File: config.mk
export PLATFORM = sky130hd
export DESIGN_NAME = sfx_voice_mixer_flat
export DESIGN_NICKNAME = d
export VERILOG_FILES = /design/src/rtl/sfx_voice_mixer_if.sv /design/src/rtl/sfx_voice_mixer.sv /design/src/flat_wrapper.sv
export SDC_FILE = /design/constraint.sdc
export NUM_CORES = 1
export LEC_CHECK = 0
export CORE_UTILIZATION = 51
export CTS_BUF_LIST = sky130_fd_sc_hd__clkbuf_4 sky130_fd_sc_hd__clkbuf_8
export CTS_CLUSTER_DIAMETER = 40
export CTS_CLUSTER_SIZE = 30
export DETAILED_ROUTE_END_ITERATION = 6
export MAX_ROUTING_LAYER = met4
export PLACE_DENSITY_LB_ADDON = 0.12
export RECOVER_POWER = 25
export SYNTH_ARGS = -nofsm -noshare
export SYNTH_HDL_FRONTEND = slang
export SYNTH_SLANG_ARGS = --single-unit
File: constraint.sdc
create_clock -name Clk -period 2.85 [get_ports Clk]
set_input_delay 0.57 -clock Clk [delete_from_list [all_inputs] [get_ports Clk]]
set_output_delay 0.57 -clock Clk [all_outputs]
set_load 0.01 [all_outputs]
File: src/rtl/sfx_voice_mixer_if.sv
// ROM fetch bus between the voice mixer and its two sample ROMs.
// The mixer drives both addresses; each ROM returns its byte one Clk later.
interface sfx_voice_mixer_if #(
    parameter int unsigned ADDR_W = 19
);
    logic [ADDR_W-1:0] rom0_addr;
    logic [7:0]        rom0_data;
    logic [ADDR_W-1:0] rom1_addr;
    logic [7:0]        rom1_data;

    modport master (
        output rom0_addr,
        output rom1_addr,
        input  rom0_data,
        input  rom1_data
    );

    modport slave (
        input  rom0_addr,
        input  rom1_addr,
        output rom0_data,
        output rom1_data
    );
endinterface

File: src/rtl/sfx_voice_mixer.sv
// Two-voice one-shot sound-effect player: one fetch/mix pass per LRCLK rising edge,
// saturating mix of both voices into an MSB-justified 32-bit i2s_out DIN word.
module sfx_voice_mixer #(
    parameter int unsigned ADDR_W = 19,
    parameter int unsigned LEN0   = 17646,
    parameter int unsigned LEN1   = 12000
) (
    input  logic                    Clk,
    input  logic                    Reset_n,
    input  logic                    LRCLK,
    input  logic                    trig0,
    input  logic                    trig1,
    input  logic                    mute,
    sfx_voice_mixer_if.master       rom,
    output logic [31:0]             audio_word,
    output logic                    busy0,
    output logic                    busy1,
    output logic                    done0,
    output logic                    done1
);
    localparam logic [ADDR_W-1:0] LAST0 = ADDR_W'(LEN0 - 1);
    localparam logic [ADDR_W-1:0] LAST1 = ADDR_W'(LEN1 - 1);

    // The LOAD step is taken in IDLE on the tick itself, so the
    // pass is LOAD (tick edge), WAIT (ROM access), MIX (capture + write).
    typedef enum logic [1:0] {
        S_IDLE = 2'd0,
        S_WAIT = 2'd1,
        S_MIX  = 2'd2
    } state_t;

    state_t     state;
    logic [2:0] lr_sync;
    logic       trig0_q;
    logic       trig1_q;
    logic       pend0;
    logic       pend1;

    logic       tick_c;
    logic       edge0_c;
    logic       edge1_c;
    logic [7:0] d0_c;
    logic [7:0] d1_c;
    logic [8:0] s0_c;
    logic [8:0] s1_c;
    logic [8:0] sum_c;
    logic [7:0] sat_c;

    assign tick_c  = lr_sync[1] & ~lr_sync[2];
    assign edge0_c = trig0 & ~trig0_q;
    assign edge1_c = trig1 & ~trig1_q;

    // Offset-binary to signed, idle voices silent, clamp on 9-bit overflow.
    always_comb begin
        d0_c  = rom.rom0_data ^ 8'h80;
        d1_c  = rom.rom1_data ^ 8'h80;
        s0_c  = busy0 ? {d0_c[7], d0_c} : 9'd0;
        s1_c  = busy1 ? {d1_c[7], d1_c} : 9'd0;
        sum_c = s0_c + s1_c;
        sat_c = sum_c[7:0];
        if (sum_c[8] != sum_c[7]) begin
            sat_c = sum_c[8] ? 8'h80 : 8'h7F;
        end
    end

    always_ff @(posedge Clk or negedge Reset_n) begin
        if (!Reset_n) begin
            state         <= S_IDLE;
            lr_sync       <= 3'b000;
            trig0_q       <= 1'b0;
            trig1_q       <= 1'b0;
            pend0         <= 1'b0;
            pend1         <= 1'b0;
            rom.rom0_addr <= '0;
            rom.rom1_addr <= '0;
            audio_word    <= 32'd0;
            busy0         <= 1'b0;
            busy1         <= 1'b0;
            done0         <= 1'b0;
            done1         <= 1'b0;
        end else begin
            lr_sync <= {lr_sync[1:0], LRCLK};
            trig0_q <= trig0;
            trig1_q <= trig1;
            done0   <= 1'b0;
            done1   <= 1'b0;
            pend0   <= pend0 | edge0_c;
            pend1   <= pend1 | edge1_c;

            case (state)
                S_IDLE: begin
                    if (tick_c) begin
                        // Starting (or restarting) a voice consumes its pending trigger.
                        if (pend0 || edge0_c) begin
                            rom.rom0_addr <= '0;
                            busy0         <= 1'b1;
                            pend0         <= 1'b0;
                        end
                        if (pend1 || edge1_c) begin
                            rom.rom1_addr <= '0;
                            busy1         <= 1'b1;
                            pend1         <= 1'b0;
                        end
                        state <= S_WAIT;
                    end
                end
                S_WAIT: state <= S_MIX;
                S_MIX: begin
                    audio_word <= mute ? 32'd0 : {sat_c, 24'h000000};
                    if (busy0) begin
                        if (rom.rom0_addr == LAST0) begin
                            busy0         <= 1'b0;
                            rom.rom0_addr <= '0;
                            done0         <= 1'b1;
                        end else begin
                            rom.rom0_addr <= rom.rom0_addr + ADDR_W'(1);
                        end
                    end
                    if (busy1) begin
                        if (rom.rom1_addr == LAST1) begin
                            busy1         <= 1'b0;
                            rom.rom1_addr <= '0;
                            done1         <= 1'b1;
                        end else begin
                            rom.rom1_addr <= rom.rom1_addr + ADDR_W'(1);
                        end
                    end
                    state <= S_IDLE;
                end
                default: state <= S_IDLE;
            endcase
        end
    end
endmodule

File: src/flat_wrapper.sv
// flat-port wrapper written by rule: the top's interface ports become plain ports
module sfx_voice_mixer_flat 
#(
    parameter int unsigned ADDR_W = 19,
    parameter int unsigned LEN0   = 17646,
    parameter int unsigned LEN1   = 12000
)
  (Clk, Reset_n, LRCLK, trig0, trig1, mute, audio_word, busy0, busy1, done0, done1, rom_rom0_addr, rom_rom1_addr, rom_rom0_data, rom_rom1_data);
  sfx_voice_mixer_if #(.ADDR_W(ADDR_W)) rom_i ();
  input  logic Clk;
  input  logic Reset_n;
  input  logic LRCLK;
  input  logic trig0;
  input  logic trig1;
  input  logic mute;
  output logic [31:0] audio_word;
  output logic busy0;
  output logic busy1;
  output logic done0;
  output logic done1;
  output wire logic [$bits(rom_i.rom0_addr)-1:0] rom_rom0_addr;
  output wire logic [$bits(rom_i.rom1_addr)-1:0] rom_rom1_addr;
  input wire logic [$bits(rom_i.rom0_data)-1:0] rom_rom0_data;
  input wire logic [$bits(rom_i.rom1_data)-1:0] rom_rom1_data;
  assign rom_rom0_addr = rom_i.rom0_addr;
  assign rom_rom1_addr = rom_i.rom1_addr;
  assign rom_i.rom0_data = rom_rom0_data;
  assign rom_i.rom1_data = rom_rom1_data;
  sfx_voice_mixer #(.ADDR_W(ADDR_W), .LEN0(LEN0), .LEN1(LEN1)) u_core (.Clk(Clk), .Reset_n(Reset_n), .LRCLK(LRCLK), .trig0(trig0), .trig1(trig1), .mute(mute), .rom(rom_i), .audio_word(audio_word), .busy0(busy0), .busy1(busy1), .done0(done0), .done1(done1));
endmodule
==> results of run 1 <==
-- state kept, by name, summed over array words and instances (netlist names) --
name and cells:
u_core.busy0 1, u_core.audio_word 8, u_core.state 2, u_core.lr_sync 3, u_core.trig1_q 1, u_core.done0 1
u_core.pend0 1, u_core.busy1 1, u_core.trig0_q 1, u_core.rom.rom1_addr 19, u_core.rom.rom0_addr 19, u_core.done1 1
u_core.pend1 1
-- stage by stage --
step | area, µm² | TNS, ns | hold slack, ns | worst slack (ns) | cells
6_report | 4620 | 0 | 0.353 | 0.172 | 583
5_1_grt | 4620 | 0 | 0.367 | 0.0393 | 583
4_1_cts | 4630 | 0 | 0.277 | 0.175 | 583
3_5_place_dp | 4460 | -1.04 | 0.343 | -0.174 | 568
3_3_place_gp | 4460 | -0.707 | 0.333 | -0.126 | 568
2_1_floorplan | 3760 | 0 | 0.274 | 0.285 | 424
-- worst min path at each step --
stage          slack [ns]                                   to                         from  cells after the start
4_1_cts              0.28  u_core.rom.rom0_addr[2]$_DFFE_PN0P_                      Reset_n                      1
2_1_floorplan        0.27    u_core.audio_word[24]$_DFFE_PN0P_                      Reset_n                      0
5_1_grt              0.37          u_core.lr_sync[1]$_DFF_PN0_  u_core.lr_sync[0]$_DFF_PN0_                      0
3_5_place_dp         0.34          u_core.lr_sync[1]$_DFF_PN0_  u_core.lr_sync[0]$_DFF_PN0_                      0
3_3_place_gp         0.33          u_core.lr_sync[1]$_DFF_PN0_  u_core.lr_sync[0]$_DFF_PN0_                      0
6_report             0.35          u_core.lr_sync[1]$_DFF_PN0_  u_core.lr_sync[0]$_DFF_PN0_                      0
-- critical path, stage by stage --
cell and delay, ns:
clkdlybuf4s50_1 0.39, and2_1 0.16, ha_1 0.22, fa_1 0.40, a211oi_1 0.28, nor3_1 0.11
o21a_1 0.21, o21a_1 0.23, a221o_1 0.33
-- per-layer routing --
metal | up-vias | track usage (%) | share of wire [%]
met5 | - | - | 0
li1 | 1597 | - | -
met4 | 0 | 7.88 | 1.2
met3 | 17 | 4.83 | 5.7
met1 | 1586 | 31.7 | 46
met2 | 124 | 39.5 | 47
-- Yosys cell counts (all sizes together), types with 3 or more instances --
cell type  number  share of area (%)
o2bb2ai         3               0.71
inv            14                1.4
nor4b           3                1.1
a21oi          23                3.2
o21a            3               0.61
o21ai          32                4.5
buf            27                5.4
or4             5                1.0
nor4            4               0.85
nor2           22                2.2
ha             11                3.7
o31ai           8                1.6
a221o           5                1.4
a22o            9                2.1
and2           20                3.4
xnor2           3               0.71
nand2b          5               0.85
a21o            9                1.8
o211ai          3               0.61
dfrtp          59                 40
nand4          11                1.9
a211oi          6                1.2
o21bai          4               0.82
mux2i           5                1.4
nand2          28                2.9
clkbuf         10                1.0
and3            9                1.5
nand3          20                2.7
nor3            5               0.82
nor2b           4               0.68
-- power groups by stage --
stage          registers [µW]  clock network, µW  logic [µW]
2_1_floorplan             959                  0         246
3_3_place_gp              947                  0         420
3_5_place_dp              948                  0         426
4_1_cts                   932                678         428
5_1_grt                   939                725         469
6_report                  933                676         425
-- cell families after synthesis --
family | Yosys count | share of synthesized area [%]
buffers and inverters | 52 | 7.93
and+or+nand+nor | 149 | 22.9
adders and majority gates | 13 | 4.56
xor gates and xnor gates | 4 | 0.953
muxes | 7 | 1.97
DFF | 59 | 40.2
AOI/OAI and AO/OA | 116 | 21.4
other | 1 | 0.102
-- final cells by class --
type	instances	share of cell area (%)
Inverter	15	1.22
Tap cell	96	2.60
Clock buffer	12	3.30
Sequential cell	59	32.0
Timing Repair Buffer	85	17.4
Multi-Input combinational cell	313	43.2
Clock inverter	3	0.325
==> summary.md, run 1 <==
| Metric | Value |
|---|---|
| Register area | `1480 µm²` |
| Sequential cell area fraction in the yosys report | `40.2%` |
| Peak VDD IR | `0.257 mV` |
| FF-to-FF path depth | `8` |
| Routed len/inst | `15.0 µm` |
| Reg-to-Reg End | `u_core.audio_word[30]$_DFFE_PN0P_` |
| GPL Wtd Cong | `0.888` |
| Pwr Density | `440 nW/µm²` |
| H-tree Lvls | `3` |
| Failing checks | `capacitance limit, slew limit` |
| Drt via density | `5.70` |
| Remaining antenna violation count | `0` |
| Worst setup endpoint | `u_core.audio_word[30]$_DFFE_PN0P_` |
| First-pass GRT wire length | `14100 µm` |
| Flop pwr share | `45.9%` |
| Most frequent cells in the layout | `clkdlybuf4s50_1 (67), dfrtp_1 (59), o21ai_0 (31), nand2_1 (28), conb_1 (24)` |
| Final core utilization | `67.3%` |
| Post-synth EDFFs | `0` |
| Number of cell rows | `30` |
| # Max-Cap Violations | `1` |
| Die height | `86.9 µm` |
| Startpoint Class | `input port` |
| Final hold vios | `0` |
| Setup-failing EPs final | `0` |
| Share of cells above drive strength 1 | `7.80%` |
| Ys Warns | `0` |
| CTS Hold Bufs | `0` |
| Relative slew slack | `-1.48%` |
| Critical Path Start | `rom_rom1_data[0]` |
| R2R Setup Slk | `0.28 ns` |
| Switch share | `28.4%` |
| 1st-iter DRT viols | `182` |
| FMAX | `373 MHz` |
| Gr usage total | `24.7%` |
| Worst slew pin tran | `1.52 ns` |
| CTS Sinks | `59` |
| Logic gate share of total power | `20.9%` |
| Hpwl dp | `6380 µm` |
| CP Data Required Time | `3.07 ns` |
| Async SR Flop Fraction | `100%` |
| CTS Buf Count | `9` |
| Switching power | `577 µW` |
| Setup bufs post-CTS | `0` |
| CTS tree | `yes` |
| Critical Path AT | `2.90 ns` |
| Post-layout min period | `2.68 ns` |
| Critical path endpoint category | `register` |
| RSZ-0062 raised after global routing | `no` |
| Via count | `3324` |
| Internal Dissipation | `1460 µW` |
| Worst hold path class | `reg2reg` |
| Post-layout nets | `517` |
| Crit Path Max Fanout | `5` |
| Post-cts sizing count | `0` |
| Diodes inserted | `0` |
| Synth unique cells | `61` |
| Multi-input gate area | `1990 µm²` |
| Period utilisation layout | `93.9%` |
| Clock root cell | `clkbuf_8` |
| Die area | `7550 µm²` |
| DRC | `0` |
| Cells after synthesis | `401` |
| Commonest non-fill, non-tap cell in the layout | `clkdlybuf4s50_1` |
| Port Buffers | `71` |
| WL final | `8730 µm` |
| CTS max path bufs | `2` |
| Clock-pin slew on the worst setup and hold paths | `0.06 ns` |
| Initial core utilization | `53.5%` |
| Reg2reg start | `u_core.busy0$_DFFE_PN0P_` |
| Seq cells post-synth | `59` |
| Clk Latency, worst-skew pair | `0.34 ns` |
| Largest net degree at the start of global routing | `27` |
| Area grow syn2layout | `25.7%` |
| Slew Viols, Final | `27` |
| Initial antenna violation count | `0` |
| # IOs | `96` |
| Total grt overflow | `0` |
| Clk_skew | `0.0100 ns` |
| Crit path kind | `in2reg` |
| DRT Pass-1 Iters | `6` |
| Post-synthesis cell area | `3680 µm²` |
| Overall power | `2030 µW` |
| Status | `complete, but fails checks` |
| Vias in the first global route | `3041` |
| Core area | `6870 µm²` |
| Avg Cell Area, Syn | `9.17 µm²` |
| Fillers | `590` |
| Clk pwr share | `33.2%` |
| Synth Flop Type | `dfrtp_1` |
| Die span in x | `86.9 µm` |
| Leak | `0.00193 µW` |
Note: power is estimated with default switching activity, not from simulation.
==> inputs of run 2 (changes only) <==
==> constraint.sdc (replaced) <==
create_clock -name Clk -period 2.85 [get_ports Clk]
set_input_delay 0.57 -clock Clk [delete_from_list [all_inputs] [get_ports Clk]]
set_output_delay 0.57 -clock Clk [all_outputs]
set_load 0.1 [all_outputs]
==> run 2 against run 1 <==
  * The flow finishes with violations (capacitance limit)
  * Total power grew 26%
  * Utilization shrank 1.6 points
  * Largest cell class unchanged
  * Routed wire length shrank 0.48%
  * Sequential power is essentially flat
  * Cell count shrank 0.17%
  * Via count shrank 0.48%
  * Non-clock buffer count shrank 2
  * Die area is the same
  * First-iteration DRC count shrank 39%
==> summary.md, run 2 (synthesis results as in run 1) <==
| Metric | Value |
|---|---|
| Status | `complete, but fails checks` |
| Failing checks | `capacitance limit` |
| Crit path kind | `in2reg` |
| Drt via density | `5.68 (-0.31%)` |
| CTS Buf Count | `9 (unchanged)` |
| Post-layout nets | `515 (-0.39%)` |
| # IOs | `96 (unchanged)` |
| Critical Path Start | `rom_rom1_data[0]` |
| Leading registers by flop count | `u_core.rom.rom0_addr: 19 flops, u_core.rom.rom1_addr: 19 flops, u_core.audio_word: 8 flops` |
| Setup bufs post-CTS | `0 (unchanged)` |
| Startpoint Class | `input port` |
| Worst slew pin tran | `1.49 ns (-0.0284 ns)` |
| Multi-input gate area | `1980 µm² (-0.75%)` |
| R2R Setup Slk | `0.28 ns (about the same)` |
| Remaining antenna violation count | `0 (unchanged)` |
| Largest net degree at the start of global routing | `60 (+120%)` |
| H-tree Lvls | `3 (unchanged)` |
| WL final | `8680 µm (-0.48%)` |
| Initial core utilization | `53.5% (unchanged)` |
| DRT Pass-1 Iters | `4 (-2)` |
| Clk Latency, worst-skew pair | `0.33 ns (about the same)` |
| CTS Hold Bufs | `0 (unchanged)` |
| Die height | `86.9 µm (unchanged)` |
| CTS tree | `yes` |
| DRC | `0 (unchanged)` |
| CTS Sinks | `59 (unchanged)` |
| Diodes inserted | `0 (unchanged)` |
| Core area | `6870 µm² (unchanged)` |
| Clk pwr share | `31.0% (-2.2 points)` |
| Final core utilization | `65.7% (-1.6 points)` |
| Final hold vios | `0 (unchanged)` |
| Total grt overflow | `0 (unchanged)` |
| Register area | `1480 µm² (+0.17%)` |
| Clock root cell | `clkbuf_8` |
| FF-to-FF path depth | `8 (unchanged)` |
| Worst hold path class | `reg2reg` |
| Worst hold start | `u_core.lr_sync[0]$_DFF_PN0_` |
| Share of cells above drive strength 1 | `18.5% (+11 points)` |
| CTS max path bufs | `2 (unchanged)` |
| Leak | `0.00203 µW (+5.1%)` |
| Clock-pin slew on the worst setup and hold paths | `0.07 ns (about the same)` |
| Post-layout min period | `2.72 ns (+0.0443 ns)` |
| Pwr Density | `566 nW/µm² (+29%)` |
| Setup-failing EPs final | `0 (unchanged)` |
| First-pass GRT wire length | `14100 µm (+0.20%)` |
| Crit Path Max Fanout | `5 (unchanged)` |
| Internal Dissipation | `1550 µW (+6.4%)` |
| Gr usage total | `24.6% (-0.058 points)` |
| Worst setup endpoint | `u_core.audio_word[30]$_DFFE_PN0P_` |
| Period utilisation layout | `95.5% (+1.6 points)` |
| Overall power | `2550 µW (+26%)` |
| Switching power | `1000 µW (+74%)` |
| Switch share | `39.3% (+11 points)` |
| Final setup TNS | `0 ns (unchanged)` |
| RSZ-0062 raised after global routing | `no` |
| Die area | `7550 µm² (unchanged)` |
| Clk_skew | `0.0145 ns (+0.00445 ns)` |
| Reg-to-Reg End | `u_core.audio_word[30]$_DFFE_PN0P_` |
| Post-cts sizing count | `0 (unchanged)` |
| CP Data Required Time | `3.06 ns (about the same)` |
| Die span in x | `86.9 µm (unchanged)` |
| Flop pwr share | `36.6% (-9.3 points)` |
| Logic gate share of total power | `32.4% (+12 points)` |
| # Max-Cap Violations | `1 (unchanged)` |
| Most frequent cells in the layout | `buf_4 (61), dfrtp_1 (57), o21ai_0 (31), nand2_1 (28), conb_1 (24)` |
| Relative slew slack | `0.415% (+1.9 points)` |
| Number of cell rows | `30 (unchanged)` |
| Commonest non-fill, non-tap cell in the layout | `buf_4` |
| FMAX | `367 MHz (-1.6%)` |
| Critical Path AT | `2.93 ns (+0.03 ns)` |
| Fillers | `573 (-2.9%)` |
| Area grow syn2layout | `22.7%` |
| Initial antenna violation count | `0 (unchanged)` |
| Slew Viols, Final | `0 (-100%)` |
| Peak VDD IR | `0.294 mV (+15%)` |
| Port Buffers | `71 (unchanged)` |
| Hpwl dp | `6260 µm (-1.9%)` |
| Via count | `3308 (-0.48%)` |
| Vias in the first global route | `2905 (-4.5%)` |
| 1st-iter DRT viols | `111 (-39%)` |
| Routed len/inst | `14.9 µm (-0.31%)` |
| Reg2reg start | `u_core.busy1$_DFFE_PN0P_` |
| Critical path endpoint category | `register` |
| GPL Wtd Cong | `0.871 (-1.9%)` |
-- run 2: final cells by class --
cell class	count	share of cell area (%)
Inverter	15	1.25
Tap cell	96	2.66
Timing Repair Buffer	83	14.8
Clock inverter	4	1.08
Sequential cell	59	32.8
Clock buffer	12	3.52
Multi-Input combinational cell	313	43.9
-- run 2: worst min path at each step --
stage	endpoint	slack (ns)	cells after the start
finish	u_core.lr_sync[1]$_DFF_PN0_	0.36	0
global route	u_core.lr_sync[1]$_DFF_PN0_	0.37	0
CTS	u_core.lr_sync[1]$_DFF_PN0_	0.36	0
detailed placement	u_core.lr_sync[1]$_DFF_PN0_	0.34	0
global placement	u_core.lr_sync[1]$_DFF_PN0_	0.33	0
floorplan	u_core.audio_word[24]$_DFFE_PN0P_	0.27	0
-- run 2: routing by layer --
layer / up-vias / global-route usage [%] / wire length, µm
met5: - / - / 0
met4: 0 / 6.52 / 59
met3: 7 / 4.08 / 460
met2: 103 / 38.0 / 4110
met1: 1605 / 33.8 / 4050
li1: 1593 / - / -
-- run 2: per-stage QoR --
stage          setup slack (ns)  hold WS (ns)  area, µm²  instances
6_report                  0.128         0.356       4510        582
5_1_grt                  0.0523         0.367       4510        582
4_1_cts                   0.138         0.358       4530        582
3_5_place_dp             -0.206         0.342       4320        566
3_3_place_gp             -0.142         0.332       4320        566
2_1_floorplan             0.147         0.274       3760        424
-- run 2: critical path: stages --
cell and delay, ns:
clkdlybuf4s50_1 0.40, and2_1 0.16, ha_1 0.23, fa_1 0.40, a211oi_1 0.29, nor3_1 0.10
o21a_1 0.22, o21a_1 0.23, a221o_1 0.33
-- run 2: power groups by stage --
stage	Clock, µW	Sequential, µW	Combinational (µW)
detailed placement	0	950	830
global placement	0	949	821
finish	791	934	828
floorplan	0	1250	371
CTS	806	935	831
global route	847	940	870
